==> config.mk <==
export PLATFORM = sky130hd
export DESIGN_NAME = imem_access_ctrl
export DESIGN_NICKNAME = d
export VERILOG_FILES = /design/src/rtl/imem_pkg.sv /design/src/rtl/imem_addr_check.sv /design/src/rtl/imem_access_ctrl.sv
export SDC_FILE = /design/constraint.sdc
export NUM_CORES = 1
export LEC_CHECK = 0
export CORE_MARGIN = 2
export CORE_UTILIZATION = 25
export DETAILED_ROUTE_END_ITERATION = 7
export PLACE_DENSITY_LB_ADDON = 0.08
export SYNTH_ARGS = -nofsm -noshare
export SYNTH_HDL_FRONTEND = slang
export SYNTH_SLANG_ARGS = --single-unit
==> constraint.sdc <==
create_clock -name SYS_clk -period 3.7 [get_ports SYS_clk]
set_input_delay 1.11 -clock SYS_clk [delete_from_list [all_inputs] [get_ports SYS_clk]]
set_output_delay 1.11 -clock SYS_clk [all_outputs]
set_load 0.01 [all_outputs]
==> src/rtl/imem_pkg.sv <==
// imem_pkg: phase encodings, NOP constant and word-address check shared by the imem controller
package imem_pkg;

    typedef enum logic [1:0] {
        PH_CLEAR = 2'd0,
        PH_LOAD  = 2'd1,
        PH_RUN   = 2'd2
    } phase_e;

    localparam logic [31:0] NOP_INSTR = 32'h00000013;

    // Compares the whole 32-bit address so high bits can never alias into range
    function automatic logic addr_bad(input logic [31:0] addr, input int unsigned depth);
        return (addr[1:0] != 2'b00) || ((addr >> 2) >= depth);
    endfunction

endpackage

==> src/rtl/imem_addr_check.sv <==
// imem_addr_check: byte address to word index plus misaligned/out-of-range flag
module imem_addr_check
    import imem_pkg::*;
#(
    parameter int DEPTH  = 1024,
    parameter int ADDR_W = 10
) (
    input  logic [31:0]       addr,
    output logic [ADDR_W-1:0] idx,
    output logic              bad
);

    assign idx = addr[ADDR_W+1:2];
    assign bad = addr_bad(addr, DEPTH);

endmodule

==> src/rtl/imem_access_ctrl.sv <==
// imem_access_ctrl: sequences the imem port through clear, load and run, giving loader writes priority over fetch
module imem_access_ctrl
    import imem_pkg::*;
#(
    parameter int          DEPTH          = 1024,
    parameter int          ADDR_W         = 10,
    parameter bit          CLEAR_ON_RESET = 1'b1,
    parameter logic [31:0] NOP_INSTR      = imem_pkg::NOP_INSTR
) (
    input  logic              SYS_clk,
    input  logic              SYS_reset,
    input  logic [31:0]       cpu_pc,
    output logic [31:0]       cpu_instr,
    output logic              cpu_stall,
    output logic              cpu_fault,
    input  logic              ld_valid,
    output logic              ld_ready,
    input  logic [31:0]       ld_addr,
    input  logic [31:0]       ld_data,
    input  logic              ld_last,
    input  logic              ld_restart,
    output logic              ld_err,
    output logic [ADDR_W-1:0] mem_addr,
    output logic              mem_we,
    output logic [31:0]       mem_wdata,
    input  logic [31:0]       mem_rdata,
    output logic [1:0]        phase
);

    localparam phase_e          PH_START = CLEAR_ON_RESET ? PH_CLEAR : PH_LOAD;
    localparam logic [ADDR_W:0] CLR_LAST = (ADDR_W+1)'(DEPTH - 1);

    phase_e            phase_q, phase_nxt;
    logic [ADDR_W:0]   clr_cnt, clr_nxt;
    logic              err_q, err_nxt;
    logic [ADDR_W-1:0] cpu_idx, ld_idx;
    logic              cpu_bad, ld_bad;

    imem_addr_check #(.DEPTH(DEPTH), .ADDR_W(ADDR_W)) u_cpu_chk (
        .addr (cpu_pc),
        .idx  (cpu_idx),
        .bad  (cpu_bad)
    );

    imem_addr_check #(.DEPTH(DEPTH), .ADDR_W(ADDR_W)) u_ld_chk (
        .addr (ld_addr),
        .idx  (ld_idx),
        .bad  (ld_bad)
    );

    always_ff @(posedge SYS_clk or negedge SYS_reset) begin
        if (!SYS_reset) begin
            phase_q <= PH_START;
            clr_cnt <= '0;
            err_q   <= 1'b0;
        end else begin
            phase_q <= phase_nxt;
            clr_cnt <= clr_nxt;
            err_q   <= err_nxt;
        end
    end

    // Outputs are gated by the reset pin so they go quiet without waiting for a clock
    always_comb begin
        phase_nxt = phase_q;
        clr_nxt   = clr_cnt;
        err_nxt   = err_q;
        cpu_instr = NOP_INSTR;
        cpu_stall = 1'b1;
        cpu_fault = 1'b0;
        ld_ready  = 1'b0;
        mem_we    = 1'b0;
        mem_addr  = '0;
        mem_wdata = '0;
        if (SYS_reset) begin
            case (phase_q)
                PH_CLEAR: begin
                    mem_we    = 1'b1;
                    mem_addr  = clr_cnt[ADDR_W-1:0];
                    clr_nxt   = clr_cnt + 1'b1;
                    phase_nxt = (clr_cnt == CLR_LAST) ? PH_LOAD : PH_CLEAR;
                end
                PH_LOAD: begin
                    ld_ready = 1'b1;
                    if (ld_valid) begin
                        mem_we    = !ld_bad;
                        mem_addr  = ld_idx;
                        mem_wdata = ld_data;
                        err_nxt   = err_q | ld_bad;
                        phase_nxt = ld_last ? PH_RUN : PH_LOAD;
                    end
                end
                PH_RUN: begin
                    if (ld_valid && !ld_restart) begin
                        ld_ready  = 1'b1;
                        mem_we    = !ld_bad;
                        mem_addr  = ld_idx;
                        mem_wdata = ld_data;
                        err_nxt   = err_q | ld_bad;
                    end else begin
                        mem_addr  = cpu_idx;
                        cpu_stall = 1'b0;
                        cpu_fault = cpu_bad;
                        cpu_instr = cpu_bad ? NOP_INSTR : mem_rdata;
                    end
                    if (ld_restart) begin
                        phase_nxt = PH_START;
                        clr_nxt   = '0;
                        err_nxt   = 1'b0;
                    end
                end
                default: phase_nxt = PH_START;
            endcase
        end
    end

    assign ld_err = err_q;
    assign phase  = phase_q;

endmodule

After elaboration in Yosys (flattened, before gate mapping)
Cells that the tools add are included.
W data, S select, Z words.
{"block": "totals", "in_bits": 133, "output_inout_bits": 81, "regBits": 14, "word_cells": 61}
{"block": "classes", "mux": 35, "eq_ne": 6, "n_reduce_logical": 13, "bitwise_logic": 1, "add_sub_neg": 1, "n_lt_le_gt_ge": 2}
{"op": "$mux W32", "n": 7}
{"op": "$pmux W32 S2", "n": 1}
{"op": "$ge A30 B11 Y1 const B", "n": 2}
{"op": "$mux W10", "n": 3}
{"op": "$pmux W10 S3", "n": 1}
{"op": "$pmux W11 S2", "n": 1}
{"op": "$mux W1", "n": 14}
{"op": "$add A11 B1 Y11 const B", "n": 1}
{"op": "$eq A11 B10 Y1 const B", "n": 1}
{"op": "$mux W11", "n": 1}
{"op": "$reduce_bool A2 Y1", "n": 4}
{"op": "$mux W2", "n": 3}
{"op": "$pmux W2 S3", "n": 1}
{"op": "$reduce_and A3 Y1", "n": 2}
{"op": "$ne A2 B2 Y1 const B", "n": 2}
{"op": "$pmux W1 S2", "n": 2}
{"op": "$reduce_and A4 Y1", "n": 1}
{"op": "$ne A3 B3 Y1 const B", "n": 1}
{"op": "$pmux W1 S3", "n": 1}
{"op": "$eq A2 B1 Y1 const B", "n": 1}
{"op": "$eq A2 B2 Y1 const B", "n": 1}
{"op": "$logic_not A1 Y1", "n": 2}
{"op": "$logic_not A2 Y1", "n": 1}
{"op": "$logic_or A1 B1 Y1", "n": 2}
{"op": "2 further kinds", "n": 2}

Depth between registers and ports, before layout
Gate-level depths: netlist (run 1).
{"block": "logic_depth", "word_depth": 6, "ltp_mapped": 8}

Cells and area by module
From an unflattened synthesis (run 1), not the netlist that was laid out.
{"block": "hier_totals", "hier_cells": 257, "area_unflattened_um2": 1918.1}
{"mod": "imem_access_ctrl", "n_inst": 1, "area_each_um2": 1675.4, "cells_per_inst": 223}
{"mod": "imem_addr_check", "n_inst": 2, "area_each_um2": 121.4, "cells_per_inst": 17}

Worst setup path after synthesis (run 1)
Ideal clock, no wire load.
{"block": "synth_timing", "kind": "input to output", "startpoint": "input cpu_pc[1]", "endpoint": "output cpu_instr[10]", "arrival_ns": 2.395, "cell_stages": 5, "slack_ns": 0.195, "path_cell_list": "nor4_1 -> nand2_1 -> nor4_1 -> clkbuf_1 -> and2_1"}
{"block": "synth_between", "elab_chain_cells": 6}
{"element": "from (decl)", "line": "imem_access_ctrl.sv:12", "text": "input logic [31:0] cpu_pc,"}
{"element": "$reduce_bool A2 Y1", "line": "imem_pkg.sv:14", "text": "return (addr[1:0] != 2'b00) || ((addr >> 2) >= depth);"}
{"element": "$logic_or A1 B1 Y1", "line": "imem_pkg.sv:14"}
{"element": "$mux W32", "line": "imem_access_ctrl.sv:104", "text": "cpu_instr = cpu_bad ? NOP_INSTR : mem_rdata;"}
{"element": "$mux W32", "line": "imem_access_ctrl.sv:94", "text": "if (ld_valid && !ld_restart) begin"}
{"element": "$mux W32", "line": "imem_access_ctrl.sv:76", "text": "case (phase_q)"}
{"element": "$mux W32", "line": "imem_access_ctrl.sv:75", "text": "if (SYS_reset) begin"}
{"element": "to (decl)", "line": "imem_access_ctrl.sv:13", "text": "output logic [31:0] cpu_instr,"}
Every way passes these cells.

Worst setup path in the final report (run 1)
{"block": "layout_timing", "startpoint": "input cpu_pc[18]", "endpoint": "output cpu_instr[26]"}
{"block": "layout_between", "elab_chain_cells": 6}
{"element": "$ge A30 B11 Y1", "line": "imem_pkg.sv:14"}
{"element": "$logic_or A1 B1 Y1", "line": "imem_pkg.sv:14"}
{"element": "$mux W32", "line": "imem_access_ctrl.sv:104"}
{"element": "$mux W32", "line": "imem_access_ctrl.sv:94"}
{"element": "$mux W32", "line": "imem_access_ctrl.sv:76"}
{"element": "$mux W32", "line": "imem_access_ctrl.sv:75"}
Every way passes these cells.

==> results of run 1 <==
## timing repair
action | CTS | global route
pin swaps | 17 | 28
cloned | 5 | 1
gates resized for setup | 267 | 145
buffers inserted | 19 | 6
endpoints found under the setup margin | 77 | 71
## registers in the layout, summed over array words and instances, names as in the netlist
| register | cells |
|---|---|
| clr_cnt | 11 |
| ld_err | 1 |
| phase | 2 |
## critical path: cells and delay by family
kind                   cells  cell delay (ns)
buffers and inverters      7             0.77
and+or+nand+nor            4             0.88
## how the worst max path moves through the flow
| stage | cells past startpoint | slack (ns) | from | to |
|---|---|---|---|---|
| 6_report | 11 | -0.17 | cpu_pc[18] | cpu_instr[26] |
| 3_5_place_dp | 7 | -0.60 | cpu_pc[0] | cpu_instr[15] |
| 2_1_floorplan | 5 | 0.19 | cpu_pc[1] | cpu_instr[10] |
| 5_1_grt | 11 | -0.24 | cpu_pc[18] | cpu_instr[26] |
| 3_3_place_gp | 7 | -0.59 | cpu_pc[1] | cpu_instr[11] |
| 4_1_cts | 12 | -0.18 | cpu_pc[17] | cpu_instr[15] |
## cells in the mapped netlist
cell type and count:
nor2b_1 1, a21oi_1 11, buf_6 1, nor4_1 10, o21ai_0 5, clkbuf_1 12, ha_1 5, mux2_2 1
o31ai_1 1, a31oi_1 1, nand2b_1 7, and3_1 4, or3_1 2, and4_1 3, nand4_1 3, nor3_1 3
mux2i_1 1, nor2_1 21, and2_1 63, nand3_1 4, mux2_4 1, or4_1 2, or4b_4 1, nand2_1 15
xor2_1 6, a222oi_1 10, inv_1 6, o41ai_1 1, dfrtp_1 14, o21a_1 1
## cells by family after synthesis
logic type / Yosys count
simple gates: 139
compound gates: 30
buf+inv: 19
flops: 14
xor+xnor: 6
fa+ha+maj: 5
mux: 3
## per-layer routing
metal	part of all wire [%]	vias to the layer above
met5	0	-
met4	3.2	0
met3	7.2	26
met2	54	138
met1	36	1210
li1	-	1242
## power by group
part / switching, W / internal, W
Clock: 0.0000612 / 0.0000943
Sequential: 0.0000400 / 0.000178
Combinational: 0.0000923 / 0.000180
## layout by cell type (no fill, tap or decap), drive strengths merged, types with 2 or more instances in the layout
cell type,count
or4,2
buf,81
or3,2
inv,6
dfrtp,14
dlygate4sd2,14
nand3,4
nor4,10
nand2b,7
and2,63
and3,4
and4,3
nand4,3
a21oi,11
nor3,3
a222oi,10
xor2,6
ha,5
o21ai,5
clkdlybuf4s15,5
nor2,21
nand2,15
clkbuf,47
clkdlybuf4s50,110
mux2,2
## cell type report
type                    instances  area [um2]  share of cell area, %
clock buffers                   4        55.1                   1.33
inverters                       6        22.5                  0.543
multi-input cells             183        1340                   32.3
flip-flops and latches         14         350                   8.45
well taps                      75        93.8                   2.26
repair buffers                253        2280                   55.1
## stage by stage
stage	setup TNS (ns)	std cells
2_1_floorplan	0	216
3_3_place_gp	-34.96	506
3_5_place_dp	-35.72	506
4_1_cts	-1.16	534
5_1_grt	-2.72	535
6_report	-1.23	535
==> impl_metrics.py, run 1 <==
metrics = {
    "run_status": {
        "status": "complete, but fails checks",
        "violations": "setup timing",
    },
    "routing": {
        "routed_wl_mm": 10.9,
        "first_pass_iters": 4,
        "route.detailed.drc": 0,
        "first_iter_violations": 172,
        "wl_per_cell_um": 20.4,
        "ant_nets": 0,
        "vias": 2616,
        "vias_per_cell": 4.89,
    },
    "logic_synthesis": {
        "synth_mux_area_share_pct": 2.30,
        "synth_seq_area_share_pct": 22.2,
        "syn_nets": 354,
        "yosys_warnings": 0,
        "synthAdderAreaFrac_pct": 3.96,
        "synthTopCellsByArea": "and2_1, dfrtp_1, a222oi_1",
        "synth_top_family_by_area": "simple AND/OR/NAND/NOR gates",
        "synth_compound_area_share_pct": 13.3,
        "synthSimpleGateAreaFrac_pct": 49.9,
        "synth_top_cell_by_area": "and2_1",
        "syn_inst": 216,
        "ys_ff_latch": 14,
        "synth.avg_cell_area_um2": 7.31,
        "ys_types": 30,
        "yosys.area.top_type_share_pct": 25.0,
        "synth_xor_area_share_pct": 3.33,
        "syn-cell-area_mm2": 0.00158,
    },
    "power": {
        "total_power_w": 0.000647,
        "power.leakage_nw": 1.95,
        "max-vdd-ir-drop_v": 0.000196,
        "power.density_mw_per_mm2": 156,
    },
    "setup_path": {
        "timing.rr.start": "phase[1]",
        "ff2ff_path_depth": 6,
        "cp-end-kind": "output pin",
        "slowest_stage": "nor4_4",
        "path_max_fanout": 3,
        "path_class": "input port to output pin",
        "critPathLaunchType": "input port",
        "crit_path_max_incr_delay_ns": 0.36,
        "cp_data_required_time_ns": 2.59,
        "r2r_slack_ns": 1.25,
        "r2r-end": "clr_cnt[9]",
        "cp_cell_sequence": "buf_6, nor4_4, nand2_2, nor4_4, buf_4, buf_6, buf_6, buf_6, buf_6, and2_4, buf_6",
        "cpMostUsedCell": "buf_6",
        "critical_path_arrival_ns": 2.76,
    },
    "sta": {
        "postLayoutSetupSlackWorst_ns": -0.174,
        "max_freq_mhz": 258,
        "fin_worst_hold_slack_ns": 0.569,
        "fin_crit_ns": 3.87,
        "tightest_slew_ns": 0.497,
        "hold_viol_final": 0,
        "slew_headroom_pct": 66.9,
        "final.period_utilization_pct": 105,
        "rsz0062_at_grt": "yes",
        "finalSetupViolCount": 13,
        "drv_slew": 0,
        "fin_skew_ns": 0.00302,
    },
    "clock_tree": {
        "clockBufferDepth": 2,
        "clk_pin_slew_ns": 0.06,
        "htree_levels": 1,
        "root_buffer": "clkbuf_8",
        "cts_tree": "done",
        "insertion_delay_ns": 0.25,
        "numClockSinks": 14,
        "hold_buffers": 0,
        "cts_buffers": 3,
    },
    "finish": {
        "diodes": 0,
        "drive_above_1_share_pct": 37.0,
        "stdcell_area_mm2": 0.00415,
        "fin_nets": 599,
        "area.growth.synth_to_final_pct": 163,
        "final_util_pct": 68.8,
        "n_fill_cell": 499,
    },
    "global_routing": {
        "grt.total_usage_pct": 28.6,
        "antenna_found_initial": 0,
        "overflow": 0,
        "grt-busiest-layer": "met2",
        "grt.met2_usage_pct": 55.3,
        "grt_use_met3_pct": 7.42,
        "use_met1_pct": 30.4,
        "grt_max_degree": 18,
        "grt_pass1_wl_mm": 15.3,
        "grt_pass1_vias": 2657,
    },
    "place": {
        "gp_congestion": 0.883,
        "dp_hpwl_mm": 8.24,
        "portBuffers": 213,
        "dpl_worst_slack_ns": -0.598,
        "placed_cell_area_mm2": 0.00388,
    },
    "floorplanning": {
        "io-pin-count": 214,
        "rows": 28,
        "fp.coreArea_mm2": 0.00603,
        "die_area_mm2": 0.00697,
        "start_util_pct": 26.2,
        "die_height_um": 83.5,
        "dieWidth_um": 83.5,
    },
    "min_path": {
        "min_path_cells": 2,
        "min_from": "clr_cnt[10]",
        "hold_path_end": "clr_cnt[10]",
        "min_path_type": "flop to flop",
    },
    "run": {
        "max_cap_violations": 0,
    },
}
No activity file was read; power rests on OpenSTA's default activity.
==> run 2: changes to the inputs <==
ABC_AREA = 1   (was not set)
CORE_UTILIZATION = 28   (was 25)
==> run 2 against run 1 <==
Net effect: the run ends with DRC left; sequential share of layout area down 0.21 points; maximum frequency up 6.7%; largest power group unchanged; sequential cell count unchanged; sequential power up 23%; cell count up 18%; via count up 16%; die area up 5.5%; highest routed layer unchanged.
==> impl_metrics.py, run 2 <==
metrics = {
    "run_status": {
        "status": "complete, but fails checks",
        "violations": "DRC",
    },
    "finish": {
        "largest_register": "clr_cnt",
        "largest_reg_flops": 11,
        "n_fill_cell": 621,
        "final_util_pct": 66.2,
        "drive_above_1_share_pct": 22.4,
        "diodes": 0,
        "instances_no_fill": 631,
        "final_common_cell": "clkdlybuf4s50_1",
        "final_cell_mix": "clkdlybuf4s50_1, nand2_1, nor2_1",
        "fin_nets": 694,
        "area.growth.synth_to_final_pct": 127,
        "stdcell_area_mm2": 0.00425,
    },
    "logic_synthesis": {
        "synth_edf_count": 0,
        "synth.avg_cell_area_um2": 5.63,
        "syn-cell-area_mm2": 0.00187,
        "synth_top_cell_by_area": "dfrtp_1",
        "yosys_warnings": 0,
        "async_flop_share_pct": 100,
        "netlist_top_cells_count": "nor2_1, nand2_1, nor3b_1, inv_1, o21ai_0",
        "syn_inst": 332,
        "ys_ff_latch": 14,
        "syn_nets": 470,
        "synthTopCellsByArea": "dfrtp_1, nor2_1, nand2_1",
        "yosys.area.top_type_share_pct": 18.7,
        "ys_types": 24,
        "synth-main-ff-cell": "dfrtp_1",
        "synth_seq_area_share_pct": 18.7,
        "yosysMostFrequentCell": "nor2_1",
    },
    "sta": {
        "slew_headroom_pct": 67.8,
        "max_freq_mhz": 275,
        "finalSetupViolCount": 0,
        "hold_viol_final": 0,
        "postLayoutSetupSlackWorst_ns": 0.0681,
        "drv_slew": 0,
        "rsz0062_at_grt": "no",
        "final.period_utilization_pct": 98.2,
        "fin_crit_ns": 3.63,
        "timing.setup.tns_ns": 0,
        "fin_skew_ns": 0.00225,
        "tightest_slew_ns": 0.479,
    },
    "place": {
        "dp_hpwl_mm": 7.71,
        "gp_congestion": 0.865,
        "placed_cell_area_mm2": 0.00418,
        "portBuffers": 213,
        "dpl_worst_slack_ns": -0.546,
        "dp.cells": 622,
    },
    "clock_tree": {
        "root_buffer": "clkbuf_8",
        "clockBufferDepth": 2,
        "cts_tree": "done",
        "hold_buffers": 0,
        "insertion_delay_ns": 0.24,
        "cts_buffers": 3,
        "htree_levels": 1,
        "numClockSinks": 14,
        "clk_pin_slew_ns": 0.06,
    },
    "global_routing": {
        "antenna_found_initial": 0,
        "grt_pass1_wl_mm": 14.2,
        "grt_max_degree": 34,
        "grt_pass1_vias": 2970,
        "overflow": 0,
        "grt.total_usage_pct": 24.1,
    },
    "run": {
        "max_cap_violations": 0,
    },
    "routing": {
        "route.detailed.drc": 15,
        "vias_per_cell": 4.81,
        "vias": 3032,
        "first_iter_violations": 219,
        "first_pass_iters": 7,
        "routed_wl_mm": 9.53,
        "wl_per_cell_um": 15.1,
        "ant_nets": 0,
    },
    "floorplanning": {
        "io-pin-count": 214,
        "die_height_um": 85.7,
        "start_util_pct": 29.1,
        "fp.coreArea_mm2": 0.00642,
        "die_area_mm2": 0.00735,
        "dieWidth_um": 85.7,
        "rows": 29,
    },
    "setup_path": {
        "path_class": "input port to output pin",
        "path_buf_inv": 3,
        "cp-end-kind": "output pin",
        "critPathLaunchType": "input port",
        "critical_path_arrival_ns": 2.52,
        "slowest_stage": "clkdlybuf4s50_1",
        "cpLargestDelayFamily": "buffers and inverters",
        "crit_path_max_incr_delay_ns": 0.40,
        "path_max_fanout": 7,
        "cpMostUsedCell": "nor2_1",
        "cp_cell_sequence": "clkdlybuf4s50_1, nor2_1, nand3_1, nor2_4, nand3_4, bufbuf_16, nor2_1, buf_2",
        "cp_data_required_time_ns": 2.59,
    },
    "power": {
        "power.density_mw_per_mm2": 341,
        "max-vdd-ir-drop_v": 0.000308,
        "power.leakage_nw": 1.83,
    },
    "min_path": {
        "min_path_type": "flop to flop",
    },
}
[run 2: path summary, 6_finish.rpt]
check | startpoint | endpoint | slack (ns) | cells past startpoint
min in group asynchronous | SYS_reset | clr_cnt[10] | 1.36 | 2
worst min register to register | clr_cnt[9] | clr_cnt[9] | 0.52 | 2
worst max-delay path | cpu_pc[31] | cpu_instr[3] | 0.07 | 8
worst max register to register | phase[0] | clr_cnt[10] | 1.70 | 9
max in group asynchronous | SYS_reset | clr_cnt[1] | 2.16 | 2
worst min-delay path | clr_cnt[9] | clr_cnt[9] | 0.52 | 2
[run 2: worst reg2reg max path: stages (launching register included)]
cell	delay (ns)
dfrtp_1	0.40
inv_1	0.10
ha_1	0.29
inv_2	0.20
nand2_1	0.12
a21oi_4	0.41
nand3_1	0.16
nand2_1	0.10
nand2_1	0.05
nor2_1	0.09
[run 2: metrics by stage]
step | power, W | hold WS, ns
after CTS | 0.00143 | 0.509
after floorplan | 0.000804 | 0.470
after detailed placement | 0.00131 | 0.495
after global routing | 0.00158 | 0.539
after global placement | 0.00129 | 0.489
final | 0.00145 | 0.517
[run 2: timing repair]
| action | 4_1_cts | 5_1_grt |
|---|---|---|
| resized for setup | 239 | 70 |
| cloned | 3 | 0 |
| setup buffers | 4 | 0 |
| endpoints found under the hold margin | 0 | 0 |
| pin swaps | 8 | 9 |
| endpoints found under the setup margin | 78 | 77 |
[run 2: layout make-up]
class / count / area [um2] / share of cell area, %
clock buffer: 3 / 41.3 / 0.971
inverter: 31 / 124 / 2.91
multi-input combinational: 270 / 1470 / 34.7
sequential: 14 / 350 / 8.24
tap: 77 / 96.3 / 2.27
timing repair buffer: 236 / 2170 / 50.9
[run 2: layer usage]
| layer | up-vias | GRT usage, % | part of all wire (%) |
|---|---|---|---|
| met5 | - | 0 | 0 |
| met4 | 0 | 4.91 | 1.2 |
| met3 | 10 | 7.41 | 11 |
| met2 | 145 | 45.7 | 52 |
| met1 | 1363 | 26.1 | 35 |
| li1 | 1514 | - | - |
[run 2: report_power, final]
group          total (W)  internal, W  switching (W)
combinational    0.00106     0.000460       0.000597
clock           0.000125    0.0000719      0.0000526
sequential      0.000268     0.000211      0.0000570
total            0.00145     0.000742       0.000707
[run 2: logic make-up (layout without fill, tap and decap cells)]
kind of cell,after synthesis,count (layout),synth area share [%]
simple gates,224,224,54.6
buf+inv,48,270,11.0
compound gates,41,41,12.3
flops,14,14,18.7
fa+ha+maj,5,5,3.34
==> run 3: changes to the inputs <==
SKIP_CTS_REPAIR_TIMING = 1   (was not set)
==> run 3 against run 2 <==
Net effect: the flow still finishes with violations (DRC); sequential cell count unchanged; clock skew up 0.0032 ns; critical endpoint is now mem_addr[7]; critical path depth unchanged; largest cell class unchanged; cell count unchanged; largest power group unchanged; register-to-register slack better by 0.12 ns; highest routed layer unchanged.
==> impl_metrics.py, run 3 (synthesized netlist as in run 2, its figures left out) <==
metrics = {
    "clock_tree": {
        "insertion_delay_ns": 0.24,
        "htree_levels": 1,
        "clockBufferDepth": 2,
        "clk_pin_slew_ns": 0.06,
        "cts_buffers": 3,
        "numClockSinks": 14,
        "root_buffer": "clkbuf_8",
        "cts_tree": "done",
    },
    "finish": {
        "largest_reg_flops": 11,
        "multiInputGateArea_mm2": 0.00137,
        "stdcell_area_mm2": 0.00451,
        "diodes": 0,
        "fin_nets": 694,
        "largest_register": "clr_cnt",
        "final_cell_mix": "clkdlybuf4s50_1, nand2_1, nor2_1",
        "final_common_cell": "clkdlybuf4s50_1",
        "instances_no_fill": 631,
        "drive_above_1_share_pct": 9.21,
        "n_fill_cell": 557,
        "final-seq-area_um2": 350,
        "area.growth.synth_to_final_pct": 141,
    },
    "place": {
        "portBuffers": 213,
        "dp.cells": 622,
        "placed_cell_area_mm2": 0.00418,
        "gp_congestion": 0.865,
        "dp_hpwl_mm": 7.71,
    },
    "routing": {
        "drt-met1-wl_mm": 3.60,
        "route.detailed.drc": 15,
        "wl_per_cell_um": 15.4,
        "vias": 3019,
        "wl_met2_mm": 5.18,
        "routed_wl_mm": 9.74,
        "first_iter_violations": 214,
        "top_layer": "met4",
        "ant_nets": 0,
        "met3_wirelength_um": 901,
        "vias_per_cell": 4.78,
        "first_pass_iters": 8,
    },
    "setup_path": {
        "critical_path_arrival_ns": 2.52,
        "path_class": "input port to output pin",
        "path_max_fanout": 10,
        "cp_data_required_time_ns": 2.59,
        "critPathLaunchType": "input port",
        "cp-end-kind": "output pin",
    },
    "global_routing": {
        "antenna_found_initial": 0,
        "grt_max_degree": 34,
        "grt.total_usage_pct": 22.7,
        "grt_pass1_wl_mm": 13.4,
        "grt_pass1_vias": 2817,
        "overflow": 0,
    },
    "floorplanning": {
        "dieWidth_um": 85.7,
        "rows": 29,
        "die_height_um": 85.7,
        "io-pin-count": 214,
        "die_area_mm2": 0.00735,
        "start_util_pct": 29.1,
        "fp.coreArea_mm2": 0.00642,
    },
    "power": {
        "power.leakage_nw": 2.73,
        "swShare_pct": 46.2,
        "combPwrFrac_pct": 73.4,
        "clkPwrFrac_pct": 8.5,
        "max-vdd-ir-drop_v": 0.000287,
        "power.density_mw_per_mm2": 328,
        "p_sw_w": 0.000682,
        "power.internal_w": 0.000795,
        "seqPwrFrac_pct": 18.1,
    },
    "sta": {
        "max_freq_mhz": 275,
        "finalSetupViolCount": 0,
        "drv_slew": 0,
        "fin_crit_ns": 3.63,
        "hold_viol_final": 0,
        "final.period_utilization_pct": 98.2,
        "fin_skew_ns": 0.00542,
        "slew_headroom_pct": 69.2,
        "tightest_slew_ns": 0.458,
    },
    "run_status": {
        "status": "complete, but fails checks",
        "violations": "DRC",
    },
    "run": {
        "max_cap_violations": 0,
    },
    "min_path": {
        "min_path_type": "flop to flop",
    },
}
[run 3: power by group through the flow]
stage               Clock, W  Sequential (W)  Combinational, W
floorplan                  0        0.000260          0.000544
global placement           0        0.000265           0.00102
detailed placement         0        0.000268           0.00104
CTS                 0.000128        0.000267           0.00105
global route        0.000135        0.000275           0.00119
finish              0.000125        0.000268           0.00108
[run 3: layout make-up]
cell class	count	area share [%]
Timing Repair Buffer	236	55.9
Sequential cell	14	7.77
Clock buffer	3	0.916
Multi-Input combinational cell	270	30.5
Tap cell	77	2.14
Inverter	31	2.75
[run 3: worst max-delay path, cell delays in order]
cell and delay [ns]:
dlymetal6s2s_1 0.16, inv_1 0.06, nand2_1 0.10, a21oi_4 0.18, buf_6 0.17, a21oi_1 0.07
nor2_1 0.11, clkdlybuf4s50_1 0.56
[run 3: routing by layer]
metal  track usage (%)  vias up
met1              25.3     1351
met2              43.0      146
met4              3.75        0
met5                 0        -
li1                  -     1518
met3              6.54        4
[run 3: metrics by stage]
stage                     hold WS [ns]  setup TNS (ns)  power (W)  setup WS, ns  utilization [%]
after floorplan                  0.470               0   0.000804         0.585                -
after global placement           0.489          -28.81    0.00129        -0.506             65.0
after global routing             0.539         -0.0873    0.00160       -0.0420             70.2
after CTS                        0.509          -32.58    0.00144        -0.557             65.7
final                            0.518               0    0.00148        0.0674             70.2
after detailed placement         0.495          -32.06    0.00131        -0.546             65.0
[run 3: path summary, 6_finish.rpt]
| kind | start | to | slack [ns] | cells past startpoint |
|---|---|---|---|---|
| max in group asynchronous | SYS_reset | clr_cnt[1] | 2.54 | 2 |
| max reg2reg | phase[0] | clr_cnt[10] | 1.82 | 9 |
| min in group asynchronous | SYS_reset | clr_cnt[10] | 0.97 | 2 |
| max | ld_restart | mem_addr[7] | 0.07 | 8 |
| min | clr_cnt[9] | clr_cnt[9] | 0.52 | 2 |
| min reg2reg | clr_cnt[9] | clr_cnt[9] | 0.52 | 2 |
